$ cat src/rtl/gem_pkg.sv
// Shared types, constants and BCD helper for the gem collection engine.
package gem_pkg;

    typedef enum logic [1:0] {
        ANY  = 2'd0,
        FIRE = 2'd1,
        ICE  = 2'd2
    } gem_kind_t;

    typedef enum logic {
        IDLE = 1'b0,
        SCAN = 1'b1
    } state_t;

    localparam int unsigned ADDR_W = 9;

    // Adds one to the low `digits` BCD digits of v; all-nines stays put.
    function automatic logic [31:0] bcd_inc_sat(input logic [31:0] v, input int unsigned digits);
        logic [31:0] r;
        logic        carry;
        logic        sat;
        r     = v;
        carry = 1'b1;
        sat   = 1'b1;
        for (int unsigned i = 0; i < 8; i++) begin
            if (i < digits && v[4*i +: 4] != 4'd9) sat = 1'b0;
        end
        if (!sat) begin
            for (int unsigned i = 0; i < 8; i++) begin
                if (i < digits && carry) begin
                    if (r[4*i +: 4] == 4'd9) begin
                        r[4*i +: 4] = 4'd0;
                    end else begin
                        r[4*i +: 4] = r[4*i +: 4] + 4'd1;
                        carry       = 1'b0;
                    end
                end
            end
        end
        return r;
    endfunction

endpackage

$ cat src/rtl/gem_tracker_bcd_score_counter.sv
// Saturating BCD score register with synchronous clear.
module bcd_score_counter
    import gem_pkg::*;
#(
    parameter int unsigned SCORE_DIGITS = 2
) (
    input  logic                      Clk,
    input  logic                      Reset,
    input  logic                      clear,
    input  logic                      inc,
    output logic [4*SCORE_DIGITS-1:0] value
);

    logic [4*SCORE_DIGITS-1:0] value_q, value_d;
    logic [31:0]               next_full;

    always_comb begin
        next_full = bcd_inc_sat(32'(value_q), SCORE_DIGITS);
        value_d   = value_q;
        if (clear)    value_d = '0;
        else if (inc) value_d = next_full[4*SCORE_DIGITS-1:0];
    end

    always_ff @(posedge Clk or posedge Reset) begin
        if (Reset) value_q <= '0;
        else       value_q <= value_d;
    end

    assign value = value_q;

endmodule

$ cat src/rtl/gem_tracker.sv
// Per-frame gem scan against both player boxes, collection latching,
// per-player scoring and the combinational per-pixel gem layer.
module gem_tracker
    import gem_pkg::*;
#(
    parameter int unsigned            NUM_GEMS     = 8,
    parameter int unsigned            GEM_W        = 24,
    parameter int unsigned            GEM_H        = 19,
    parameter int unsigned            SCORE_DIGITS = 2,
    parameter logic [16*NUM_GEMS-1:0] GEM_X        = '0,
    parameter logic [16*NUM_GEMS-1:0] GEM_Y        = '0,
    parameter logic [2*NUM_GEMS-1:0]  GEM_KIND     = '0
) (
    input  logic                      Clk,
    input  logic                      Reset,
    input  logic                      clear,
    input  logic                      frame_start,
    input  logic [9:0]                DrawX,
    input  logic [9:0]                DrawY,
    input  logic signed [15:0]        player1_top,
    input  logic signed [15:0]        player1_bottom,
    input  logic signed [15:0]        player1_left,
    input  logic signed [15:0]        player1_right,
    input  logic signed [15:0]        player2_top,
    input  logic signed [15:0]        player2_bottom,
    input  logic signed [15:0]        player2_left,
    input  logic signed [15:0]        player2_right,
    output logic                      is_gem,
    output logic [1:0]                gem_kind,
    output logic [ADDR_W-1:0]         gem_rom_addr,
    output logic [NUM_GEMS-1:0]       collected,
    output logic                      all_collected,
    output logic [4*SCORE_DIGITS-1:0] p1_score,
    output logic [4*SCORE_DIGITS-1:0] p2_score,
    output logic                      collect_pulse,
    output logic                      collect_player,
    output logic                      scan_busy
);

    localparam int unsigned       IDX_W = (NUM_GEMS > 1) ? $clog2(NUM_GEMS) : 1;
    localparam logic [IDX_W-1:0]  LAST  = IDX_W'(NUM_GEMS - 1);
    localparam logic signed [15:0] GW16 = 16'(GEM_W);
    localparam logic signed [15:0] GH16 = 16'(GEM_H);
    localparam logic [9:0]        GW10  = 10'(GEM_W);
    localparam logic [9:0]        GH10  = 10'(GEM_H);

    logic signed [15:0] gx_a [NUM_GEMS];
    logic signed [15:0] gy_a [NUM_GEMS];
    gem_kind_t          gk_a [NUM_GEMS];

    state_t              state_q, state_d;
    logic [IDX_W-1:0]    idx_q, idx_d;
    logic [NUM_GEMS-1:0] coll_q, coll_d;
    logic                all_q;
    logic                pulse_q, pulse_d;
    logic                player_q, player_d;
    logic                inc1, inc2;

    logic signed [15:0]  cur_x, cur_y;
    logic                hit1, hit2;

    always_comb begin
        for (int unsigned i = 0; i < NUM_GEMS; i++) begin
            gx_a[i] = GEM_X[16*i +: 16];
            gy_a[i] = GEM_Y[16*i +: 16];
            gk_a[i] = gem_kind_t'(GEM_KIND[2*i +: 2]);
        end
    end

    assign cur_x = gx_a[idx_q];
    assign cur_y = gy_a[idx_q];
    assign hit1  = (player1_right > cur_x) && (player1_left < cur_x + GW16) &&
                   (player1_bottom > cur_y) && (player1_top < cur_y + GH16);
    assign hit2  = (player2_right > cur_x) && (player2_left < cur_x + GW16) &&
                   (player2_bottom > cur_y) && (player2_top < cur_y + GH16);

    always_comb begin
        state_d  = state_q;
        idx_d    = idx_q;
        coll_d   = coll_q;
        pulse_d  = 1'b0;
        player_d = player_q;
        inc1     = 1'b0;
        inc2     = 1'b0;
        case (state_q)
            IDLE: begin
                if (frame_start) begin
                    state_d = SCAN;
                    idx_d   = '0;
                end
            end
            SCAN: begin
                // Player 1 is tested first so it wins shared gems.
                if (!coll_q[idx_q]) begin
                    if (hit1 && gk_a[idx_q] != ICE) begin
                        coll_d[idx_q] = 1'b1;
                        pulse_d       = 1'b1;
                        player_d      = 1'b0;
                        inc1          = 1'b1;
                    end else if (hit2 && gk_a[idx_q] != FIRE) begin
                        coll_d[idx_q] = 1'b1;
                        pulse_d       = 1'b1;
                        player_d      = 1'b1;
                        inc2          = 1'b1;
                    end
                end
                if (idx_q == LAST) state_d = IDLE;
                else               idx_d   = idx_q + IDX_W'(1);
            end
            default: state_d = IDLE;
        endcase
        if (clear) begin
            state_d  = IDLE;
            idx_d    = '0;
            coll_d   = '0;
            pulse_d  = 1'b0;
            player_d = 1'b0;
            inc1     = 1'b0;
            inc2     = 1'b0;
        end
    end

    always_ff @(posedge Clk or posedge Reset) begin
        if (Reset) begin
            state_q  <= IDLE;
            idx_q    <= '0;
            coll_q   <= '0;
            all_q    <= 1'b0;
            pulse_q  <= 1'b0;
            player_q <= 1'b0;
        end else begin
            state_q  <= state_d;
            idx_q    <= idx_d;
            coll_q   <= coll_d;
            all_q    <= clear ? 1'b0 : &coll_q;
            pulse_q  <= pulse_d;
            player_q <= player_d;
        end
    end

    bcd_score_counter #(.SCORE_DIGITS(SCORE_DIGITS)) u_p1_score (
        .Clk(Clk), .Reset(Reset), .clear(clear), .inc(inc1), .value(p1_score)
    );

    bcd_score_counter #(.SCORE_DIGITS(SCORE_DIGITS)) u_p2_score (
        .Clk(Clk), .Reset(Reset), .clear(clear), .inc(inc2), .value(p2_score)
    );

    logic [9:0] ox, oy, addr_full;
    logic       px_hit;
    gem_kind_t  px_kind;

    // Offsets wrap as unsigned, so pixels left of / above a gem fail the range check.
    always_comb begin
        px_hit    = 1'b0;
        px_kind   = ANY;
        addr_full = '0;
        ox        = '0;
        oy        = '0;
        for (int unsigned i = 0; i < NUM_GEMS; i++) begin
            ox = DrawX - gx_a[i][9:0];
            oy = DrawY - gy_a[i][9:0];
            if (!px_hit && !coll_q[i] && ox < GW10 && oy < GH10) begin
                px_hit    = 1'b1;
                px_kind   = gk_a[i];
                addr_full = oy * GW10 + ox;
            end
        end
    end

    assign is_gem         = px_hit;
    assign gem_kind       = px_kind;
    assign gem_rom_addr   = addr_full[ADDR_W-1:0];
    assign collected      = coll_q;
    assign all_collected  = all_q;
    assign collect_pulse  = pulse_q;
    assign collect_player = player_q;
    assign scan_busy      = (state_q == SCAN);

endmodule

$ cat config.mk
export PLATFORM = sky130hd
export DESIGN_NAME = gem_tracker
export DESIGN_NICKNAME = d
export VERILOG_FILES = /design/src/rtl/gem_pkg.sv /design/src/rtl/gem_tracker_bcd_score_counter.sv /design/src/rtl/gem_tracker.sv
export SDC_FILE = /design/constraint.sdc
export NUM_CORES = 1
export LEC_CHECK = 0
export CAP_MARGIN = 20
export CORE_UTILIZATION = 34
export DETAILED_ROUTE_END_ITERATION = 8
export PLACE_DENSITY = 0.81
export SLEW_MARGIN = 40
export SYNTH_ARGS = -nofsm -noshare
export SYNTH_HDL_FRONTEND = slang
export SYNTH_SLANG_ARGS = --single-unit
export TNS_END_PERCENT = 50
$ cat constraint.sdc
create_clock -name Clk -period 3 [get_ports Clk]
set_input_delay 0.45 -clock Clk [delete_from_list [all_inputs] [get_ports Clk]]
set_output_delay 0.45 -clock Clk [all_outputs]
set_load 0.01 [all_outputs]
==> results of run 1 <==
==> kinds of logic after synthesis <==
logic type,count (synthesis),share of synthesized area (%)
other cells,1,0.149
fa+ha+maj,23,12.1
mux,7,3.34
simple gates,109,24.0
flops,31,30.9
xor+xnor,9,3.14
buf+inv,39,6.78
compound gates,64,19.7
==> per-stage QoR <==
step | total power [mW] | cells | setup slack (ps) | utilization (%)
final | 1.15 | 579 | 64.1 | 66.9
after floorplan | 0.565 | 284 | 461 | -
after global routing | 1.21 | 579 | 1.90 | 66.9
after detailed placement | 0.815 | 570 | -548 | 64.9
after CTS | 1.15 | 578 | -22.3 | 66.4
after global placement | 0.806 | 570 | -480 | 64.9
==> placed cells by master (no fill, tap or decap), drive strengths merged, types with 4 or more instances in the layout <==
cell	synthesis	final
dlymetal6s2s	0	5
nor2	25	25
nand4	6	6
inv	29	29
ha	21	21
buf	6	19
dfrtp	31	31
a21oi	13	13
xor2	4	4
clkbuf	4	7
nor4	25	25
a31oi	4	4
nand3	4	4
or2	5	5
clkdlybuf4s50	0	171
or4	4	4
o31ai	4	4
nand2	14	14
o21ai	5	5
nor3	7	7
or3	4	4
and2	5	5
a21o	5	5
dlygate4sd2	0	5
o32ai	6	6
mux2	5	5
xnor2	5	5
a211oi	5	5
==> where the power goes <==
group	switching, mW	internal [mW]	total, mW
clock network	0.155	0.162	0.317
registers	0.00610	0.422	0.428
logic	0.138	0.264	0.401
==> layer usage <==
metal	share of wire [%]	GRT usage, %	routed length, um	vias up
li1	-	-	-	1447
met1	39	27.0	3610	1381
met2	53	44.1	4860	108
met3	6.9	4.52	636	14
met4	1.5	5.22	138	0
met5	0	0	0	-
==> repair_timing <==
action                                  CTS  global route
setup buffers                             0             1
pin swaps                                 4             2
gates resized for setup                  17             9
gates cloned                              0             0
endpoints found under the setup margin   10             8
==> cell type report <==
class	count	area share, %
timing repair buffer	201	42.0
multi-input combinational	214	34.6
sequential	31	16.6
tap	96	2.57
inverter	29	2.33
clock buffer	6	1.55
clock inverter	2	0.268
==> how the worst min path moves through the flow <==
stage	start	end
global placement	u_p2_score.value[3]	u_p2_score.value[3]
finish	u_p2_score.value[3]	u_p2_score.value[3]
CTS	u_p2_score.value[3]	u_p2_score.value[3]
detailed placement	u_p2_score.value[3]	u_p2_score.value[3]
global route	u_p2_score.value[3]	u_p2_score.value[3]
floorplan	u_p2_score.value[3]	u_p2_score.value[3]
==> state kept, by name, summed over array words and instances, names as in the netlist <==
signal            count
collected             8
collect_pulse         1
u_p2_score.value      8
idx_q                 3
scan_busy             1
all_collected         1
u_p1_score.value      8
collect_player        1
==> run_results.csv, run 1 <==
group,metric,value,unit
die,rows,30,
timing,slew_headroom,64.1,%
min_path,min_path_cells,1,
logic_synthesis,synthMostInstantiatedCell,"sky130_fd_sc_hd__dfrtp_1",
detailed_routing,drt-total-wl,9250,um
setup_path,startpoint_type,"input port",
timing,layout_min_cycle_time,2940,ps
timing,setup_viol_count_final,0,
timing,holdWs,526,ps
logic_synthesis,syn_area,0.00251,sq mm
logic_synthesis,yosysTopAreaCell,"sky130_fd_sc_hd__dfrtp_1",
setup_path,worstReg2RegEnd,"u_p2_score.value[7]",
clock_tree,ctsRootBufferMaster,"sky130_fd_sc_hd__clkbuf_8",
setup_path,worst-setup-path-type,"in2out",
detailed_routing,vias_per_cell,5.09,
clock_tree,clk_pin_slew,70,ps
setup_path,cp.buffers_inverters,3,
logic_synthesis,avgSynthCellArea,8.87,sq um
layout,post-route-cell-area,0.00467,sq mm
timing,report.final.slew_viol_count,0,
logic_synthesis,async_flop_share,100,%
setup_path,timing.critical_path.max_delay_family,"adder cells",
logic_synthesis,post_synth_most_frequent_cells,"sky130_fd_sc_hd__dfrtp_1, sky130_fd_sc_hd__inv_1, sky130_fd_sc_hd__nor2_1, sky130_fd_sc_hd__nor4_1, sky130_fd_sc_hd__ha_1",
timing,final.setup.tns,0,ps
global_route,grt_pass1_vias,2889,
placed_design,port_buffers,183,
detailed_routing,drc,0,
clock_tree,htreeDepth,2,
setup_path,worstSetupStartpoint,"DrawY[1]",
power_and_ir_drop,cellLeakagePower,2.00,nW
setup_path,timing.critical_path.slowest_stage_cell,"sky130_fd_sc_hd__fa_2",
clock_tree,post_cts_hold_buffer_count,0,
detailed_routing,dr.pass1.iters,4,
detailed_routing,remaining_antenna_violation_count_after_routing,0,
layout,reg_area,776,sq um
die,die_x,87.9,um
clock_tree,tritoncts_num_sinks,31,
layout,fillCellCount,549,
min_path,hold_path.class,"reg2reg",
placed_design,detailed_place_hpwl,7770,um
placed_design,final_weighted_congestion_in_routability_driven_placement,0.804,
clock_tree,cts_tree,"yes",
setup_path,endpoint_kind,"primary output",
global_route,grt_overflow_total,0,
detailed_routing,post_drt_wl_per_cell,16.0,um
timing,finClkSkew,10.5,ps
die,floorplan.die_area,0.00773,sq mm
logic_synthesis,ys_seq_area_share,30.9,%
timing,post-route-period-util,97.9,%
timing,grt_setup_unrepaired,"no",
logic_synthesis,synth-main-ff-cell,"sky130_fd_sc_hd__dfrtp_1",
die,num_io_pins,192,
setup_path,cp_cell_sequence,"dlygate4sd2_1 -> ha_2 -> fa_2 -> ha_4 -> buf_4 -> a21o_1 -> a21oi_2 -> xor2_1 -> nor2_1 -> buf_2",
layout,layout_cell_share_with_drive_strength_beyond_1,10.8,%
setup_path,regToRegSetupSlack,750,ps
die,initial_core_util,36.0,%
global_route,grt_overall_usage,23.3,%
die,core_region_area,0.00698,sq mm
logic_synthesis,synthesis.yosys.warnings,0,
clock_tree,worst_case_clock_buffer_depth,2,
logic_synthesis,synth_top_area_share,30.9,%
power_and_ir_drop,power.density,245,mW/mm^2
global_route,initial_antenna_violation_count,0,
setup_path,critical_path.max_fanout,2,
setup_path,worst-r2r-cell-count,6,
layout,areaGrowthSynthToFinish,85.9,%
logic_synthesis,synth.ff_latch_count,31,
placed_design,dpl-instance-area,0.00453,sq mm
logic_synthesis,post_synthesis_cell_type_count,59,
global_route,largest_net_degree_at_the_start_of_global_routing,32,
logic_synthesis,count_of_flip_flops_with_a_built_in_enable_after_synthesis,0,
timing,total_count_of_hold_check_failures_in_the_final_report,0,
logic_synthesis,instance_count_of_the_mapped_netlist,283,
outcome,result_of_the_run,"completed",
layout,multi_input_gate_area,0.00162,sq mm
detailed_routing,detail_route.iter0.violations,128,
clock_tree,num_cts_buffers,5,
setup_path,worst_r2r_startpoint,"idx_q[2]",
setup_path,critical-path-max-stage-delay,550,ps
global_route,global_route_wire_length_before_repair,14000,um
layout,fin_nets,657,
layout,antennaDiodeCount,0,
job,cap_viol_max_count,0,
die,die_y,87.9,um
setup_path,cp_num_cells,10,
timing,worst-slew-pin-transition,538,ps
logic_synthesis,netlist_top_cells_area,"sky130_fd_sc_hd__dfrtp_1, sky130_fd_sc_hd__ha_1, sky130_fd_sc_hd__nor4_1",
detailed_routing,vias,2950,
setup_path,critPathArrivalTime,2490,ps
power_and_ir_drop,worst_voltage_drop_across_the_vdd_grid,238,uV
setup_path,setup.worst_path.end,"gem_rom_addr[7]",
setup_path,critPathRequiredTime,2550,ps
clock_tree,clk-insertion-delay-late,280,ps
timing,max_clock_freq,341,MHz
Power figures use the tool's default switching activity.
==> run 2, diff against run 1 <==
--- a/config.mk
+++ b/config.mk
@@ -5,8 +5,10 @@
 export SDC_FILE = /design/constraint.sdc
 export NUM_CORES = 1
 export LEC_CHECK = 0
+export ABC_CLOCK_PERIOD_IN_PS = 2800
 export CAP_MARGIN = 20
 export CORE_UTILIZATION = 34
+export CTS_BUF_LIST = sky130_fd_sc_hd__clkbuf_8 sky130_fd_sc_hd__clkbuf_16
 export DETAILED_ROUTE_END_ITERATION = 8
 export PLACE_DENSITY = 0.81
 export SLEW_MARGIN = 40
==> constraint.sdc (replaced) <==
create_clock -name Clk -period 2.8 [get_ports Clk]
set_input_delay 0.42 -clock Clk [delete_from_list [all_inputs] [get_ports Clk]]
set_output_delay 0.42 -clock Clk [all_outputs]
set_load 0.01 [all_outputs]
==> run_results.csv, run 2 (synthesis gave the netlist of run 1 again) <==
group,metric,value,unit
layout,final_cell_count_no_fill,582,
die,num_io_pins,192,
die,die_x,87.9,um
layout,layout_cell_share_with_drive_strength_beyond_1,11.9,%
timing,worst-slew-pin-transition,509,ps
placed_design,final_weighted_congestion_in_routability_driven_placement,0.854,
clock_tree,clk_pin_slew,70,ps
setup_path,timing.critical_path.slowest_stage_cell,"sky130_fd_sc_hd__fa_2",
setup_path,critical_path.max_fanout,2,
clock_tree,post_cts_hold_buffer_count,0,
setup_path,cp.buffers_inverters,2,
die,die_y,87.9,um
die,rows,30,
detailed_routing,post_drt_wl_per_cell,16.3,um
detailed_routing,vias,2995,
global_route,grt_pass1_vias,2955,
clock_tree,cts_tree,"yes",
detailed_routing,remaining_antenna_violation_count_after_routing,0,
die,initial_core_util,36.0,%
timing,grt_setup_unrepaired,"yes",
min_path,hold_path.class,"in2async",
die,core_region_area,0.00698,sq mm
setup_path,endpoint_kind,"primary output",
power_and_ir_drop,cellLeakagePower,2.02,nW
detailed_routing,drc,0,
clock_tree,num_cts_buffers,5,
timing,setup_ws,-59.4,ps
layout,mostFrequentLayoutCells,"sky130_fd_sc_hd__clkdlybuf4s50_1, sky130_fd_sc_hd__dfrtp_1, sky130_fd_sc_hd__inv_1, sky130_fd_sc_hd__nor2_1, sky130_fd_sc_hd__nor4_1",
timing,layout_min_cycle_time,2860,ps
timing,max_clock_freq,350,MHz
timing,post-route-period-util,102,%
global_route,grt_overflow_total,0,
setup_path,critPathArrivalTime,2440,ps
setup_path,timing.critical_path.max_delay_family,"adder cells",
layout,areaGrowthSynthToFinish,87.2,%
setup_path,cp_cell_sequence,"buf_2 -> ha_4 -> fa_2 -> ha_4 -> a21oi_2 -> o21bai_1 -> a21oi_2 -> xnor2_1 -> nor2_1 -> dlygate4sd2_1",
timing,total_count_of_hold_check_failures_in_the_final_report,0,
layout,final_util,67.3,%
clock_tree,tritoncts_num_sinks,31,
timing,final.setup.tns,-59.4,ps
die,floorplan.die_area,0.00773,sq mm
global_route,grt_overall_usage,23.8,%
setup_path,startpoint_type,"input port",
global_route,largest_net_degree_at_the_start_of_global_routing,32,
setup_path,worst-r2r-cell-count,6,
setup_path,worstReg2RegEnd,"u_p2_score.value[7]",
detailed_routing,drt-total-wl,9510,um
layout,multi_input_gate_area,0.00164,sq mm
global_route,initial_antenna_violation_count,0,
timing,report.final.slew_viol_count,0,
clock_tree,worst_case_clock_buffer_depth,2,
clock_tree,htreeDepth,2,
setup_path,worst-setup-path-type,"in2out",
placed_design,detailed_place_hpwl,7930,um
job,cap_viol_max_count,0,
outcome,result_of_the_run,"finished, violations left",
layout,antennaDiodeCount,0,
placed_design,place.detailed.instances,573,
global_route,global_route_wire_length_before_repair,14200,um
clock_tree,ctsRootBufferMaster,"sky130_fd_sc_hd__clkbuf_8",
outcome,failed_checks,"setup timing",
timing,setup_viol_count_final,1,
detailed_routing,detail_route.iter0.violations,85,
detailed_routing,dr.pass1.iters,4,
setup_path,regToRegSetupSlack,550,ps
timing,slew_headroom,66.1,%
timing,finClkSkew,10.5,ps
clock_tree,clk-insertion-delay-late,280,ps
detailed_routing,vias_per_cell,5.15,
layout,final_common_cell,"sky130_fd_sc_hd__clkdlybuf4s50_1",
power_and_ir_drop,power.density,262,mW/mm^2
layout,fillCellCount,566,
setup_path,critPathRequiredTime,2380,ps
setup_path,worst_r2r_startpoint,"idx_q[2]",
setup_path,critical-path-max-stage-delay,580,ps
layout,reg_area,776,sq um
placed_design,port_buffers,183,
power_and_ir_drop,worst_voltage_drop_across_the_vdd_grid,261,uV
layout,fin_nets,660,
## run 2: worst max-delay path by stage
| stage | end | start | cells after the start | slack [ps] |
|---|---|---|---|---|
| global placement | gem_rom_addr[8] | DrawY[0] | 10 | -620 |
| CTS | gem_rom_addr[8] | DrawY[2] | 10 | -100 |
| global route | gem_rom_addr[8] | DrawY[1] | 11 | -190 |
| floorplan | gem_rom_addr[8] | DrawY[0] | 8 | 320 |
| detailed placement | gem_rom_addr[8] | DrawY[0] | 10 | -690 |
| finish | gem_rom_addr[8] | DrawY[1] | 10 | -60 |
## run 2: worst reg2reg max path: stages, from the launching register on
cell and delay, ps:
sky130_fd_sc_hd__dfrtp_1 560, sky130_fd_sc_hd__mux2_4 340, sky130_fd_sc_hd__o2bb2ai_2 160, sky130_fd_sc_hd__o21ai_2 140
sky130_fd_sc_hd__nand4b_4 290, sky130_fd_sc_hd__or4_1 540, sky130_fd_sc_hd__a21oi_1 150
## run 2: per-stage QoR
stage                     area (sq um)  power, mW  hold slack (ps)  setup slack, ps
after global placement            4560      0.868              501             -620
after detailed placement          4560      0.881              510             -692
after global routing              4700       1.30              541             -195
after CTS                         4670       1.23              523             -100
after floorplan                   2510      0.606              524              321
final                             4700       1.23              520            -59.4
## run 2: final cells by class
type                            count  area share, %
Clock buffer                        5           1.46
Clock inverter                      3          0.266
Inverter                           29           2.32
Multi-Input combinational cell    214           34.9
Sequential cell                    31           16.5
Tap cell                           96           2.55
Timing Repair Buffer              204           42.0
## run 2: timing repair
item                       CTS  global route
cloned                       0             0
gates resized for setup     28             8
setup buffers                1             0
pin swaps                    9             0
setup endpoints to repair   10             6
## run 2: metal layers
metal,GRT usage [%],routed length (um)
met2,45.9,5110
met3,4.05,717
met1,27.6,3620
met5,0,0
met4,3.87,66
## run 2: power by group
group	internal, mW	switching [mW]
combinational	0.284	0.153
sequential	0.452	0.00694
clock	0.167	0.170
==> edit: new RTL, flow settings as in run 1 <==
Reset style: synchronous (`Reset`), changed in 2 clocked blocks.
--- a/src/rtl/gem_tracker_bcd_score_counter.sv
+++ b/src/rtl/gem_tracker_bcd_score_counter.sv
@@ -23,3 +23,3 @@
 
-    always_ff @(posedge Clk or posedge Reset) begin
+    always_ff @(posedge Clk) begin
         if (Reset) value_q <= '0;
--- a/src/rtl/gem_tracker.sv
+++ b/src/rtl/gem_tracker.sv
@@ -122,3 +122,3 @@
 
-    always_ff @(posedge Clk or posedge Reset) begin
+    always_ff @(posedge Clk) begin
         if (Reset) begin
Formal check against the unedited RTL: differs if Reset is asserted again (counterexample within 4 cycles, from zero or initial values and one cycle with Reset high); with Reset held inactive, the same outputs for 4 cycles.
==> edit against run 1 <==
Final area fell by 6.9%. Register-to-register slack worse by 0.32 ns. Total power shrank 1.5%. Setup slack got worse by 0.032 ns. Sequential power decreased by 3%. Non-clock buffer count fell by 4. Count of clock-buffer cells in the layout up 2. Die area fell by 11%. Sequential cell count unchanged. Routed wire length decreased by 9.7%. Synthesized area is 11% lower. Critical path type unchanged.
==> edit: results (changes against run 1) <==
metric,value,unit,change
status,finished clean,,unchanged
netlist_top_cells_area,"dfxtp_1 (28%), ha_1 (7.3%), nor4_1 (6.5%), nor2_1 (4.2%), a21oi_1 (3.8%)",,"was dfrtp_1 (31%), ha_1 (10%), nor4_1 (6.2%), inv_1 (4.3%), nor2_1 (3.7%)"
grtUsageTotal,23.8,%,was 23.3%
hold_ws,0.515,ns,was 0.526 ns
hold_start,u_p1_score.value[6],,was u_p2_score.value[3]
tightest_slew,0.511,ns,was 0.538 ns
yosys-top-cells-count,"dfxtp_1 (31), nor2_1 (25), nor4_1 (23), inv_1 (22), a21oi_1 (17)",,"was dfrtp_1 (31), inv_1 (29), nor2_1 (25), nor4_1 (25), ha_1 (21)"
avgSynthCellArea,8.21,um2,was 8.87 um2
cp_max_fo,3,,was 2
timing.rr.start,idx_q[2],,unchanged
yosys.cell_types.count,55,,was 59
drt-initial-drc-count,95,,was 128
crit_arrival,2.52,ns,was 2.49 ns
place_congestion,0.829,,was 0.804
grt_max_degree,21,,was 32
dp_hpwl,7140,um,was 7770 um
hold_end,u_p1_score.value[6],,was u_p2_score.value[3]
synth-async-reset-ratio,0,%,was 100%
leakagePower,1.70,nW,was 2.00 nW
drive_above_1_share,9.64,%,was 10.8%
wl_per_cell,15.3,um,was 16.0 um
pre_cts_slack,-0.532,ns,was -0.548 ns
worst_slack,0.0321,ns,was 0.0641 ns
place_area,4210,um2,was 4530 um2
synth_seq_area_share,27.9,%,was 30.9%
netSwitchingFraction,23.2,%,was 26.1%
holdPathStages,2,,was 1
max_stage_delay,0.59,ns,was 0.55 ns
clock_skew,0.00535,ns,was 0.0105 ns
peakVddDrop,0.243,mV,was 0.238 mV
final_nets,633,,was 657
## edit: logic make-up after synthesis
| logic type | share of synthesized area [%] |
|---|---|
| simple gates | 25.5 |
| xor+xnor | 5.12 |
| flops | 27.9 |
| mux | 2.98 |
| buf+inv | 6.13 |
| fa+ha+maj | 9.11 |
| compound gates | 23.1 |
| other cells | 0.169 |
## edit: tightest hold or removal path, cell delays in order, from the launching register on
cell     delay [ns]
dfxtp_1        0.34
o31ai_1        0.07
a21oi_1        0.06
## edit: worst max path at each step
| stage | from | end |
|---|---|---|
| finish | DrawY[1] | gem_rom_addr[7] |
| global route | DrawY[1] | gem_rom_addr[7] |
| CTS | DrawY[1] | gem_rom_addr[7] |
| detailed placement | DrawY[0] | gem_rom_addr[8] |
| global placement | DrawY[0] | gem_rom_addr[8] |
| floorplan | DrawY[0] | gem_rom_addr[8] |
## edit: repair_timing
action,in CTS,in global routing
resized for setup,15,8
cloned,0,0
endpoints found under the setup margin,10,7
pin swaps,5,1
hold buffers,0,0
## edit: power by group through the flow
stage                     clock, mW  combinational (mW)  sequential, mW
after global routing          0.393               0.385           0.414
after CTS                     0.365               0.356           0.414
after floorplan                   0               0.107           0.423
after global placement            0               0.336           0.423
final                         0.356               0.358           0.414
after detailed placement          0               0.345           0.423
## edit: routing by layer
| layer | track usage [%] | vias to the layer above | wire length (um) |
|---|---|---|---|
| met4 | 6.74 | 0 | 146 |
| li1 | - | 1413 | - |
| met2 | 44.8 | 128 | 4290 |
| met5 | 0 | - | 0 |
| met3 | 5.17 | 15 | 554 |
| met1 | 26.5 | 1308 | 3360 |
## edit: area by class of cell
type                            instances  area [um2]
Timing Repair Buffer                  197        1940
Inverter                               22        82.6
Tap cell                               77        96.3
Multi-Input combinational cell        209        1510
Fill cell                             522        2000
Clock buffer                            8         100
Sequential cell                        31         621
## edit: stage by stage
stage	cells	utilization [%]
2_1_floorplan	272	-
3_3_place_gp	536	66.3
3_5_place_dp	536	66.3
4_1_cts	544	68.2
5_1_grt	544	68.5
6_report	544	68.5
